[src/rtl/braindrop_pkg.sv]
// Shared types for the braindrop mode controller: mode encoding and step helpers.
package braindrop_pkg;

  // Encoding is {mode_in0, mode_in1}, as decoded by the blinker.
  typedef enum logic [1:0] {
    OFF  = 2'b11,
    RED  = 2'b01,
    GRN  = 2'b10,
    BOTH = 2'b00
  } mode_t;

  localparam mode_t MODE_RESET = OFF;

  // Forward step: OFF -> RED -> GRN -> BOTH -> OFF.
  function automatic mode_t mode_up(input mode_t m);
    mode_t r;
    case (m)
      OFF:     r = RED;
      RED:     r = GRN;
      GRN:     r = BOTH;
      default: r = OFF;
    endcase
    return r;
  endfunction

  // Reverse step: OFF -> BOTH -> GRN -> RED -> OFF.
  function automatic mode_t mode_down(input mode_t m);
    mode_t r;
    case (m)
      OFF:     r = BOTH;
      BOTH:    r = GRN;
      GRN:     r = RED;
      default: r = OFF;
    endcase
    return r;
  endfunction

endpackage

[src/rtl/btn_debounce.sv]
// Conditions one raw active-low button: 2-flop synchroniser, stable-count
// debouncer and a one-cycle press pulse on a debounced 1->0 transition.
module btn_debounce #(
  parameter int DB_LIMIT = 250000,
  parameter int DB_CNT_W = 18
) (
  input  logic clk,
  input  logic rst_n,
  input  logic raw_n,
  output logic press
);

  localparam logic [DB_CNT_W-1:0] LIMIT = DB_CNT_W'(DB_LIMIT);

  logic                sync0_reg;
  logic                sync1_reg;
  logic                db_reg;
  logic                press_reg;
  logic [DB_CNT_W-1:0] cnt_reg;

  // Bring the asynchronous button into the clock domain; idle level is released (1).
  always_ff @(posedge clk) begin
    if (!rst_n) begin
      sync0_reg <= 1'b1;
      sync1_reg <= 1'b1;
    end else begin
      sync0_reg <= raw_n;
      sync1_reg <= sync0_reg;
    end
  end

  // Count consecutive disagreeing samples; once the count has reached the limit, accept
  // the new level. A press pulse is emitted only when the accepted level goes 1->0.
  always_ff @(posedge clk) begin
    if (!rst_n) begin
      db_reg    <= 1'b1;
      cnt_reg   <= '0;
      press_reg <= 1'b0;
    end else begin
      press_reg <= 1'b0;
      if (sync1_reg == db_reg) begin
        cnt_reg <= '0;
      end else if (cnt_reg == LIMIT) begin
        db_reg    <= sync1_reg;
        cnt_reg   <= '0;
        press_reg <= db_reg;  // db_reg==1 here means the new level is 0: a press
      end else begin
        cnt_reg <= cnt_reg + DB_CNT_W'(1);
      end
    end
  end

  assign press = press_reg;

endmodule

[src/rtl/braindrop_mode_ctrl.sv]
// Button-driven 4-mode sequencer feeding the blinker's IN0/IN1 level pair.
module braindrop_mode_ctrl
  import braindrop_pkg::*;
#(
  parameter int DB_LIMIT = 250000,
  parameter int DB_CNT_W = 18
) (
  input  logic clk,
  input  logic rst_n,
  input  logic btn_up_n,
  input  logic btn_dn_n,
  output logic mode_in0,
  output logic mode_in1,
  output logic mode_chg
);

  // Index 0 = up button, index 1 = down button.
  logic [1:0] raw_vec;
  logic [1:0] press_vec;

  mode_t state_reg;
  mode_t state_next;
  logic  chg_reg;

  assign raw_vec = {btn_dn_n, btn_up_n};

  generate
    for (genvar gi = 0; gi < 2; gi++) begin : g_btn
      btn_debounce #(
        .DB_LIMIT (DB_LIMIT),
        .DB_CNT_W (DB_CNT_W)
      ) u_debounce (
        .clk   (clk),
        .rst_n (rst_n),
        .raw_n (raw_vec[gi]),
        .press (press_vec[gi])
      );
    end
  endgenerate

  // Next mode from press events; simultaneous presses force OFF.
  always_comb begin
    state_next = state_reg;
    case (press_vec)
      2'b01:   state_next = mode_up(state_reg);
      2'b10:   state_next = mode_down(state_reg);
      2'b11:   state_next = OFF;
      default: state_next = state_reg;
    endcase
  end

  // Mode register and change pulse, both visible in the same cycle.
  always_ff @(posedge clk) begin
    if (!rst_n) begin
      state_reg <= MODE_RESET;
      chg_reg   <= 1'b0;
    end else begin
      state_reg <= state_next;
      chg_reg   <= (state_next != state_reg);
    end
  end

  assign mode_in0 = state_reg[1];
  assign mode_in1 = state_reg[0];
  assign mode_chg = chg_reg;

endmodule

[config.mk]
export PLATFORM = sky130hd
export DESIGN_NAME = braindrop_mode_ctrl
export DESIGN_NICKNAME = d
export VERILOG_FILES = /design/src/rtl/braindrop_pkg.sv /design/src/rtl/btn_debounce.sv /design/src/rtl/braindrop_mode_ctrl.sv
export SDC_FILE = /design/constraint.sdc
export NUM_CORES = 1
export LEC_CHECK = 0
export CAP_MARGIN = 20
export CORE_UTILIZATION = 53
export CTS_CLUSTER_DIAMETER = 30
export DETAILED_ROUTE_END_ITERATION = 10
export GPL_TIMING_DRIVEN = 0
export PLACE_DENSITY = 0.7
export SLEW_MARGIN = 20
export SYNTH_ARGS = -nofsm -noshare
export SYNTH_HDL_FRONTEND = slang
export SYNTH_SLANG_ARGS = --single-unit
[constraint.sdc]
create_clock -name clk -period 5.1 [get_ports clk]
set_clock_uncertainty 0.1 [all_clocks]
set_input_delay 0.51 -clock clk [delete_from_list [all_inputs] [get_ports clk]]
set_output_delay 0.51 -clock clk [all_outputs]
set_load 0.02 [all_outputs]
# Yosys cells after proc, flatten, opt, wreduce, memory -nomap -nowiden
# Cells that the tools add are included.
# classes
n_mux,3
reduce_logical,7
bitwise_logic,5
n_addsub,2
n_eq_ne,11
# op_table
op,n
18-bit by 1-bit adder with 18-bit output (second input constant),2
18-bit equality test (second input constant),2
2-bit case mux with 3 select lines,3
3-bit OR reduction,4
2-bit equality test (second input constant),4
1-bit NOT,5
2-bit by 1-bit equality test with 1-bit output (second input constant),2
2-bit AND reduction,2
1-bit equality test,2
2-bit zero test,1
2-bit inequality test,1
# totals
register_bits,47
out_inout_bits,3
elab_cells,40

# Logic depth before layout (Yosys ltp)
# Gate-level depths: netlist (run 1).
# logic_depth
ltp_word,4
depth_mapped,7

# Hierarchy
# From an unflattened synthesis (run 1), not the netlist that was laid out.
# unflattened
cells_unflattened,245
hier_area_um2,2234.6
# modules_own_cells
mod,area_per_inst_um2,seq_area_each_um2,cells_per_inst,instances
btn_debounce,994.7,440.4,109,2
braindrop_mode_ctrl,245.2,60.1,27,1

# Worst setup path before layout (run 1)
# OpenSTA, ideal clock, no wires.
# synth_path
path_type,register to register
start,reg g_btn[0].u_debounce.cnt_reg[9]
end,reg g_btn[0].u_debounce.cnt_reg[10]
path_stages_with_launch,6
setup_time_ns,0.115
required_time_ns,4.885
setup_slack_ns,3.212
period_less_slack_ns,1.888
arrival_ns,1.674
path_cell_list,dfxtp_1 -> or4_1 -> or3_4 -> o211ai_4 -> buf_8 -> nor2_1
# synth_via
elab_chain_cells,2
# synth_rtl
element,line,rtl
from (decl),btn_debounce.sv:19,logic [DB_CNT_W-1:0] cnt_reg;
from (signal assigned),btn_debounce.sv:48,cnt_reg <= cnt_reg + DB_CNT_W'(1);
branches (longest 2 deep; another with 18-bit by 1-bit adder with 18-bit output),--,
# Several ways; the timed one is not identified.
# A chain may end at the register's enable or synchronous reset.

# Worst setup path in the final report (run 1)
# layout_path
start,reg g_btn[1].u_debounce.cnt_reg[0]
end,reg g_btn[1].u_debounce.cnt_reg[3]
# layout_via
elab_chain_cells,2
# layout_rtl
element,line
from (decl),btn_debounce.sv:19
from (signal assigned),btn_debounce.sv:48
branches (longest 2 deep; another with 18-bit by 1-bit adder with 18-bit output),--
# Several ways; the timed one is not identified.

==> results of run 1 <==
[worst max-delay path, cell delays in order (launching register included)]
cell and delay, ps:
dfxtp_1 360, inv_1 70, ha_1 130, nor4bb_1 280, nand3_1 200, o211ai_1 620, buf_2 340, nor2_1 70
[per-layer routing]
layer | routed length (um) | vias up | GRT usage
met2 | 1570 | 18 | 0.303
li1 | - | 898 | -
met3 | 95 | 2 | 0.0377
met1 | 2110 | 801 | 0.270
met4 | 13 | 0 | 0.0612
met5 | 0 | - | 0
[power breakdown]
part	switching [uW]	total (uW)	internal (uW)
clock network	117	240	123
registers	1.57	370	368
logic	6.07	11.5	5.39
[per-stage QoR]
step / instances / util / setup WS [ps] / instance area (um^2)
6_report: 313 / 0.610 / 2830 / 2440
5_1_grt: 313 / 0.610 / 2580 / 2440
4_1_cts: 313 / 0.610 / 2790 / 2440
3_5_place_dp: 305 / 0.584 / 2830 / 2330
3_3_place_gp: 305 / 0.584 / 2830 / 2330
2_1_floorplan: 249 / - / 3210 / 2210
[cell type report]
class	count	area, um^2	area share
clock inverters	1	7.51	0.00308
inverters	12	45.0	0.0185
multi-input cells	184	1190	0.488
flip-flops and latches	47	941	0.386
plain buffers	6	35.0	0.0144
clock buffers	7	96.3	0.0395
repair buffers	6	60.1	0.0246
well taps	50	62.6	0.0257
[Yosys cell counts (2+ instances only)]
cell      count
dfxtp_1      47
nor2_1       40
xor2_1       17
nand3_1      16
nand4_1      15
xnor2_1      15
nand2_1      13
inv_1        12
nor4_1        9
ha_1          8
nand2b_1      6
o21ai_0       5
and4_1        4
clkbuf_1      4
nor3_1        4
a21oi_1       3
and2_1        3
o31ai_1       3
and3_1        2
nor4bb_1      2
or3_1         2
or3_4         2
or4_1         2
[final timing paths]
kind	slack [ps]	startpoint	cells past startpoint	end
hold / removal	330	g_btn[1].u_debounce.sync0_reg$_SDFF_PN1_	1	g_btn[1].u_debounce.sync1_reg$_SDFF_PN1_
setup / recovery	2830	g_btn[1].u_debounce.cnt_reg[0]$_SDFF_PP0_	7	g_btn[1].u_debounce.cnt_reg[3]$_SDFF_PP0_
hold reg to reg	330	g_btn[1].u_debounce.sync0_reg$_SDFF_PN1_	1	g_btn[1].u_debounce.sync1_reg$_SDFF_PN1_
setup reg to reg	2830	g_btn[1].u_debounce.cnt_reg[0]$_SDFF_PP0_	7	g_btn[1].u_debounce.cnt_reg[3]$_SDFF_PP0_
[cells by family (layout without fill, tap and decap cells)]
group                    count (synthesis)  after routing  synth area share
AND/OR/NAND/NOR                        124            124             0.297
flip-flops                              47             47             0.425
XOR/XNOR                                32             32             0.127
AO/OA/AOI/OAI                           19             19            0.0650
buffers and inverters                   18             32            0.0362
adder cells (fa/ha/maj)                  8              8            0.0453
multiplexers                             1              1           0.00453
==> impl_metrics.py, run 1 <==
metrics = {
    "clock_tree": {
        "clk_pin_slew_ps": 80,
        "clockBufferDepth": 2,
        "cts_tree": "built",
        "cts_hold_buf": 0,
        "cts_buffers": 5,
        "post_cts_resize_count": 0,
        "post_cts_buffers": 0,
        "clock_latency_ps": 290,
        "cts_root_buffer": "clkbuf_8",
        "cts.sinks": 47,
        "htreeDepth": 2,
    },
    "yosys": {
        "async_flop_share": 0,
        "syn-num-nets": 261,
        "synth_area_leaders": "dfxtp_1, nor2_1, xor2_1",
        "synth.ff_latch_count": 47,
        "yosysUniqueCellTypes": 38,
        "netlist_area_um2": 2210,
        "synth_ff_type": "dfxtp_1",
        "synth_largest_area_cell": "dfxtp_1",
        "ys_seq_area_frac": 0.425,
        "syn_inst": 249,
        "synth-edff-count": 0,
        "yosysTopAreaCellShare": 0.425,
        "syn_avg_cell_area_um2": 8.88,
        "yosysWarningCount": 0,
    },
    "layout": {
        "drive_gt1_frac": 0.0532,
        "antennaDiodeCount": 0,
        "final_common_cell": "dfxtp_1",
        "fill_cells": 376,
        "fin_nets": 274,
        "final_cell_mix": "dfxtp_1, nor2_1, xor2_1",
        "area_delta_synth_final_pct": 10.2,
        "largest_reg_flops": 36,
    },
    "die": {
        "initial_core_util": 0.553,
        "core_area_um2": 4000,
        "die_w_um": 66.6,
        "fp.dieH_um": 66.6,
        "std_cell_rows": 23,
        "io_pins": 7,
        "die_area_um2": 4440,
    },
    "global_routing": {
        "grt_use_total": 0.195,
        "grt_pass1_vias": 1531,
        "grt_overflow": 0,
        "antenna_found_initial": 0,
        "grt_max_degree": 15,
        "grt_pass1_wl_mm": 6.68,
    },
    "setup_path": {
        "cp_max_fo": 10,
        "critical_path_required_ps": 5180,
        "worst_setup_path_start_kind": "flip-flop",
        "criticalPathCategory": "flip-flop to flip-flop",
        "arrival_ps": 2360,
        "crit_path_end_kind": "flip-flop",
    },
    "place": {
        "io_buffers": 6,
        "place_congestion": 0.802,
        "dpl.hpwl_mm": 2.67,
    },
    "sta": {
        "fin_crit_ps": 2270,
        "fin_crit_sh": 0.446,
        "fin_setup_tns_ps": 0,
        "maxSlewViolCount": 0,
        "relSlewSlack": 0.530,
        "rsz0062_at_grt": "no",
        "finalHoldViolations": 0,
        "timing.hold.ws_ps": 327,
        "tightest_slew_ps": 702,
        "setup_viol": 0,
        "fmax_mhz": 440,
    },
    "drt": {
        "routed_wl_mm": 3.79,
        "routed-via-count": 1719,
        "vias_per_cell": 5.49,
        "drt_iter0_drc": 93,
        "dr.pass1.iters": 4,
        "route.detailed.drc": 0,
        "ant_nets": 0,
        "drt-wirelength-per-cell_um": 12.1,
    },
    "power": {
        "power.total_uw": 622,
        "ir_worst_vdd_mv": 0.157,
        "power_per_cell_area_nw_per_um2": 255,
        "p_leak_uw": 0.000787,
    },
    "run": {
        "drv_cap": 0,
    },
    "status": {
        "status": "finished clean",
    },
    "worst_hold_path": {
        "hp-class": "flip-flop to flip-flop",
    },
}
No activity file was read; power rests on OpenSTA's default activity.
==> run 2, diff against run 1 <==
==> constraint.sdc (replaced) <==
create_clock -name clk -period 2.1 [get_ports clk]
set_clock_uncertainty 0.1 [all_clocks]
set_input_delay 0.21 -clock clk [delete_from_list [all_inputs] [get_ports clk]]
set_output_delay 0.21 -clock clk [all_outputs]
set_load 0.02 [all_outputs]
==> impl_metrics.py, run 2 (synthesis results as in run 1) <==
metrics = {
    "sta": {
        "setup_viol": 0,
        "rsz0062_at_grt": "no",
        "fin_crit_sh": 0.945,
        "maxSlewViolCount": 0,
        "timing.hold.ws_ps": 323,
        "fin_ws_ps": 116,
        "tightest_slew_ps": 413,
        "relSlewSlack": 0.725,
        "fin_crit_ps": 1980,
        "fmax_mhz": 504,
        "finalHoldViolations": 0,
    },
    "setup_path": {
        "crit_start": "g_btn[0].u_debounce.cnt_reg[13]$_SDFF_PP0_",
        "crit_path_end": "g_btn[0].u_debounce.cnt_reg[15]$_SDFF_PP0_",
        "cp_max_fo": 10,
        "critical_path_required_ps": 2190,
        "arrival_ps": 2070,
        "regToRegStartpoint": "g_btn[0].u_debounce.cnt_reg[13]$_SDFF_PP0_",
        "crit_path_end_kind": "flip-flop",
        "cp.depth": 5,
        "crit_slowest_cell": "or4b_1",
        "criticalPathCategory": "flip-flop to flip-flop",
        "worst_setup_path_start_kind": "flip-flop",
        "timing.rr.end": "g_btn[0].u_debounce.cnt_reg[15]$_SDFF_PP0_",
        "reg2reg_depth": 5,
        "cpLargestDelayFamily": "simple AND/OR/NAND/NOR gates",
        "critPathMaxStageDelay_ps": 520,
        "path_cells": "or4b_1 -> or3_4 -> o211ai_4 -> buf_8 -> nor2_1",
        "reg2reg_slack_ps": 120,
        "crit_buf_inv": 1,
    },
    "drt": {
        "dr.pass1.iters": 4,
        "routed_wl_mm": 3.84,
        "ant_nets": 0,
        "drt-wirelength-per-cell_um": 12.1,
        "drt_iter0_drc": 74,
        "routed-via-count": 1746,
        "route.detailed.drc": 0,
        "vias_per_cell": 5.49,
    },
    "power": {
        "clockPowerShare": 0.387,
        "power_per_cell_area_nw_per_um2": 613,
        "switching_power_uw": 308,
        "p_int_uw": 1210,
        "swShare": 0.203,
        "p_leak_uw": 0.000808,
        "seq_power_share": 0.592,
        "p_comb_frac": 0.021,
        "ir_worst_vdd_mv": 0.384,
    },
    "layout": {
        "largest_reg_flops": 36,
        "antennaDiodeCount": 0,
        "fin_area_um2": 2480,
        "instances_no_fill": 318,
        "area_delta_synth_final_pct": 11.9,
        "finish.utilization": 0.619,
        "final_common_cell": "dfxtp_1",
        "final_cell_mix": "dfxtp_1, nor2_1, xor2_1",
        "fin_nets": 279,
        "drive_gt1_frac": 0.0709,
    },
    "worst_hold_path": {
        "hp-class": "flip-flop to flip-flop",
    },
    "die": {
        "initial_core_util": 0.553,
        "fp.dieH_um": 66.6,
        "io_pins": 7,
        "core_area_um2": 4000,
        "die_w_um": 66.6,
        "std_cell_rows": 23,
        "die_area_um2": 4440,
    },
    "place": {
        "dpl_cell_area_um2": 2330,
        "place_ws_ps": -174,
        "place.detailed.instances": 305,
        "place_congestion": 0.802,
        "dpl.hpwl_mm": 2.67,
        "io_buffers": 6,
    },
    "clock_tree": {
        "cts_buffers": 5,
        "cts_root_buffer": "clkbuf_8",
        "clockBufferDepth": 2,
        "post_cts_resize_count": 0,
        "cts_tree": "built",
        "clock_latency_ps": 290,
        "cts.sinks": 47,
        "clk_pin_slew_ps": 80,
        "htreeDepth": 2,
    },
    "global_routing": {
        "grt_max_degree": 15,
        "grt_pass1_vias": 1532,
        "antenna_found_initial": 0,
        "grt_overflow": 0,
        "grt_pass1_wl_mm": 6.68,
        "grt_use_total": 0.196,
    },
    "status": {
        "status": "finished clean",
    },
    "run": {
        "drv_cap": 0,
    },
}
## run 2: cell count changes in the layout (fill, tap and decap cells not counted), sizes merged
cell,previous run,this run
buf,2,7
## run 2: routing by layer
layer	vias to the layer above	routed length [um]	part of all wire	global-route usage
li1	907	-	-	-
met1	802	2060	0.54	0.272
met2	35	1620	0.42	0.302
met3	2	144	0.038	0.0377
met4	0	13	0.0034	0.0612
met5	-	0	0	0
## run 2: worst reg2reg max path, delay by kind of cell, from the launching register on
kind / cells / cell delay [ps]
buffers and inverters: 1 / 170
AO/OA/AOI/OAI: 1 / 300
AND/OR/NAND/NOR: 3 / 940
flip-flops: 1 / 360
## run 2: repair_timing
item,in CTS,in global routing
pin swaps,1,1
buffers inserted,1,4
setup endpoints to repair,10,10
hold buffers,0,0
## run 2: layout make-up
| class | instances | area, um^2 |
|---|---|---|
| Clock inverter | 1 | 7.51 |
| Fill cell | 373 | 1520 |
| Sequential cell | 47 | 941 |
| Tap cell | 50 | 62.6 |
| Inverter | 12 | 45.0 |
| Timing Repair Buffer | 11 | 97.6 |
| Buffer | 6 | 35.0 |
| Multi-Input combinational cell | 184 | 1190 |
| Clock buffer | 7 | 96.3 |
## run 2: worst min path at each step
stage / startpoint / end / slack, ps / cells past startpoint
floorplan: btn_up_n / g_btn[0].u_debounce.sync0_reg$_SDFF_PN1_ / 210 / 1
global placement: g_btn[1].u_debounce.sync0_reg$_SDFF_PN1_ / g_btn[1].u_debounce.sync1_reg$_SDFF_PN1_ / 300 / 1
detailed placement: g_btn[1].u_debounce.sync0_reg$_SDFF_PN1_ / g_btn[1].u_debounce.sync1_reg$_SDFF_PN1_ / 310 / 1
CTS: g_btn[1].u_debounce.sync0_reg$_SDFF_PN1_ / g_btn[1].u_debounce.sync1_reg$_SDFF_PN1_ / 330 / 1
global route: g_btn[1].u_debounce.sync0_reg$_SDFF_PN1_ / g_btn[1].u_debounce.sync1_reg$_SDFF_PN1_ / 330 / 1
finish: g_btn[1].u_debounce.sync0_reg$_SDFF_PN1_ / g_btn[1].u_debounce.sync1_reg$_SDFF_PN1_ / 320 / 1
## run 2: per-stage QoR
| stage | power, uW | TNS (ps) |
|---|---|---|
| 2_1_floorplan | 935 | 0 |
| 3_3_place_gp | 947 | -1620 |
| 3_5_place_dp | 948 | -1640 |
| 4_1_cts | 1540 | 0 |
| 5_1_grt | 1580 | 0 |
| 6_report | 1520 | 0 |
## run 2: power by group through the flow
stage	Clock, uW	Sequential, uW	Combinational [uW]
2_1_floorplan	0	919	16.8
3_3_place_gp	0	920	27.6
3_5_place_dp	0	920	27.8
4_1_cts	610	899	28.9
5_1_grt	642	900	34.9
6_report	588	899	31.2
==> run 3, diff against run 2 <==
--- a/config.mk
+++ b/config.mk
@@ -11,6 +11,7 @@
 export DETAILED_ROUTE_END_ITERATION = 10
 export GPL_TIMING_DRIVEN = 0
 export PLACE_DENSITY = 0.7
+export REMOVE_ABC_BUFFERS = 1
 export SLEW_MARGIN = 20
 export SYNTH_ARGS = -nofsm -noshare
 export SYNTH_HDL_FRONTEND = slang
==> constraint.sdc (replaced) <==
create_clock -name clk -period 1.85 [get_ports clk]
set_clock_uncertainty 0.1 [all_clocks]
set_input_delay 0.185 -clock clk [delete_from_list [all_inputs] [get_ports clk]]
set_output_delay 0.185 -clock clk [all_outputs]
set_load 0.02 [all_outputs]
==> impl_metrics.py, run 3 (synthesis results as in run 1) <==
metrics = {
    "layout": {
        "final_common_cell": "dfxtp_1",
        "area_delta_synth_final_pct": 10.7,
        "fin_area_um2": 2450,
        "seq_area_um2": 945,
        "fin_nets": 271,
        "final_cell_mix": "dfxtp_1, nor2_1, xor2_1",
        "largest_reg_flops": 36,
        "drive_gt1_frac": 0.0692,
        "multiInputGateArea_um2": 1200,
        "fill_cells": 344,
        "antennaDiodeCount": 0,
        "instances_no_fill": 310,
        "finish.utilization": 0.612,
    },
    "setup_path": {
        "arrival_ps": 1980,
        "crit_buf_inv": 1,
        "cpLargestDelayFamily": "simple AND/OR/NAND/NOR gates",
        "critical_path_required_ps": 1930,
        "path_cells": "or4b_1 -> or3_4 -> o211ai_4 -> buf_12 -> a21oi_1",
        "cp_max_fo": 18,
        "crit_path_end_kind": "flip-flop",
        "worst_setup_path_start_kind": "flip-flop",
        "critPathMaxStageDelay_ps": 530,
        "criticalPathCategory": "flip-flop to flip-flop",
        "crit_slowest_cell": "or4b_1",
    },
    "drt": {
        "drt-wirelength-per-cell_um": 12.2,
        "dr.pass1.iters": 5,
        "routed_wl_mm": 3.80,
        "vias_per_cell": 5.47,
        "drt_iter0_drc": 78,
        "routed-via-count": 1697,
        "route.detailed.drc": 0,
        "ant_nets": 0,
    },
    "global_routing": {
        "grt_pass1_vias": 1611,
        "antenna_found_initial": 0,
        "grt_pass1_wl_mm": 6.82,
        "grt_max_degree": 19,
        "grt_use_total": 0.202,
        "grt_overflow": 0,
    },
    "sta": {
        "setup_viol": 18,
        "fin_crit_ps": 1900,
        "maxSlewViolCount": 0,
        "fin_crit_sh": 1.03,
        "fmax_mhz": 527,
        "timing.hold.ws_ps": 308,
        "relSlewSlack": 0.652,
        "fin_ws_ps": -47.8,
        "tightest_slew_ps": 520,
        "finalHoldViolations": 0,
        "rsz0062_at_grt": "yes",
    },
    "die": {
        "initial_core_util": 0.553,
        "fp.dieH_um": 66.6,
        "core_area_um2": 4000,
        "std_cell_rows": 23,
        "die_area_um2": 4440,
        "die_w_um": 66.6,
        "io_pins": 7,
    },
    "run": {
        "drv_cap": 0,
    },
    "clock_tree": {
        "cts_tree": "built",
        "htreeDepth": 2,
        "cts_root_buffer": "clkbuf_8",
        "cts.sinks": 47,
        "clock_latency_ps": 300,
        "clockBufferDepth": 2,
        "clk_pin_slew_ps": 80,
        "cts_buffers": 5,
    },
    "worst_hold_path": {
        "hp-class": "flip-flop to flip-flop",
    },
    "place": {
        "dpl.hpwl_mm": 2.65,
        "place.detailed.instances": 300,
        "dpl_cell_area_um2": 2310,
        "io_buffers": 6,
        "place_congestion": 0.861,
    },
    "power": {
        "power.total_uw": 1720,
        "ir_worst_vdd_mv": 0.510,
        "p_leak_uw": 0.000794,
        "power_per_cell_area_nw_per_um2": 701,
    },
    "status": {
        "violations": "setup timing",
        "status": "finished, violations left",
    },
}
==> run 3: stage by stage <==
step	setup TNS, ps	setup slack [ps]
floorplan	-1640	-80.7
global placement	-13530	-573
detailed placement	-7210	-263
CTS	-712	-47.2
global route	-1960	-129
finish	-715	-47.8
==> run 3: path summary, 6_finish.rpt <==
kind	slack [ps]	depth (start not counted)	from	endpoint
worst min-delay path	310	1	g_btn[0].u_debounce.sync0_reg$_SDFF_PN1_	g_btn[0].u_debounce.sync1_reg$_SDFF_PN1_
worst max-delay path	-50	5	g_btn[0].u_debounce.cnt_reg[13]$_SDFF_PP0_	g_btn[0].u_debounce.cnt_reg[17]$_SDFF_PP0_
worst max register to register	-50	5	g_btn[0].u_debounce.cnt_reg[13]$_SDFF_PP0_	g_btn[0].u_debounce.cnt_reg[17]$_SDFF_PP0_
worst min register to register	310	1	g_btn[0].u_debounce.sync0_reg$_SDFF_PN1_	g_btn[0].u_debounce.sync1_reg$_SDFF_PN1_
==> run 3: final cells by class <==
| type | instances | area share |
|---|---|---|
| multi-input cells | 184 | 0.489 |
| clock buffers | 8 | 0.0409 |
| flip-flops and latches | 47 | 0.386 |
| well taps | 50 | 0.0255 |
| inverters | 12 | 0.0184 |
| repair buffers | 9 | 0.0404 |
==> run 3: power by group <==
part | total, uW | leakage (uW) | switching, uW | internal (uW)
Combinational | 32.4 | 0.000363 | 16.0 | 16.3
Clock | 665 | 0.0000515 | 324 | 341
Sequential | 1020 | 0.000380 | 3.69 | 1020
==> run 3: layer usage <==
layer / global-route usage / wire (um) / vias up
met5: 0 / 0 / -
met4: 0.101 / 80 / 0
met3: 0.0411 / 78 / 7
li1: - / - / 892
met2: 0.340 / 1790 / 17
met1: 0.241 / 1850 / 781
==> run 3: worst register-to-register path, stage by stage (launching register included) <==
cell and delay, ps:
dfxtp_2 350, or4b_1 530, or3_4 370, o211ai_4 220, buf_12 170, a21oi_1 50
==> run 3: repair_timing <==
item                                    CTS  global route
cloned                                    0             0
pin swaps                                 2             0
hold buffers                              0             0
endpoints found under the setup margin   36            31
resized for setup                         2             2
setup buffers                             2             0
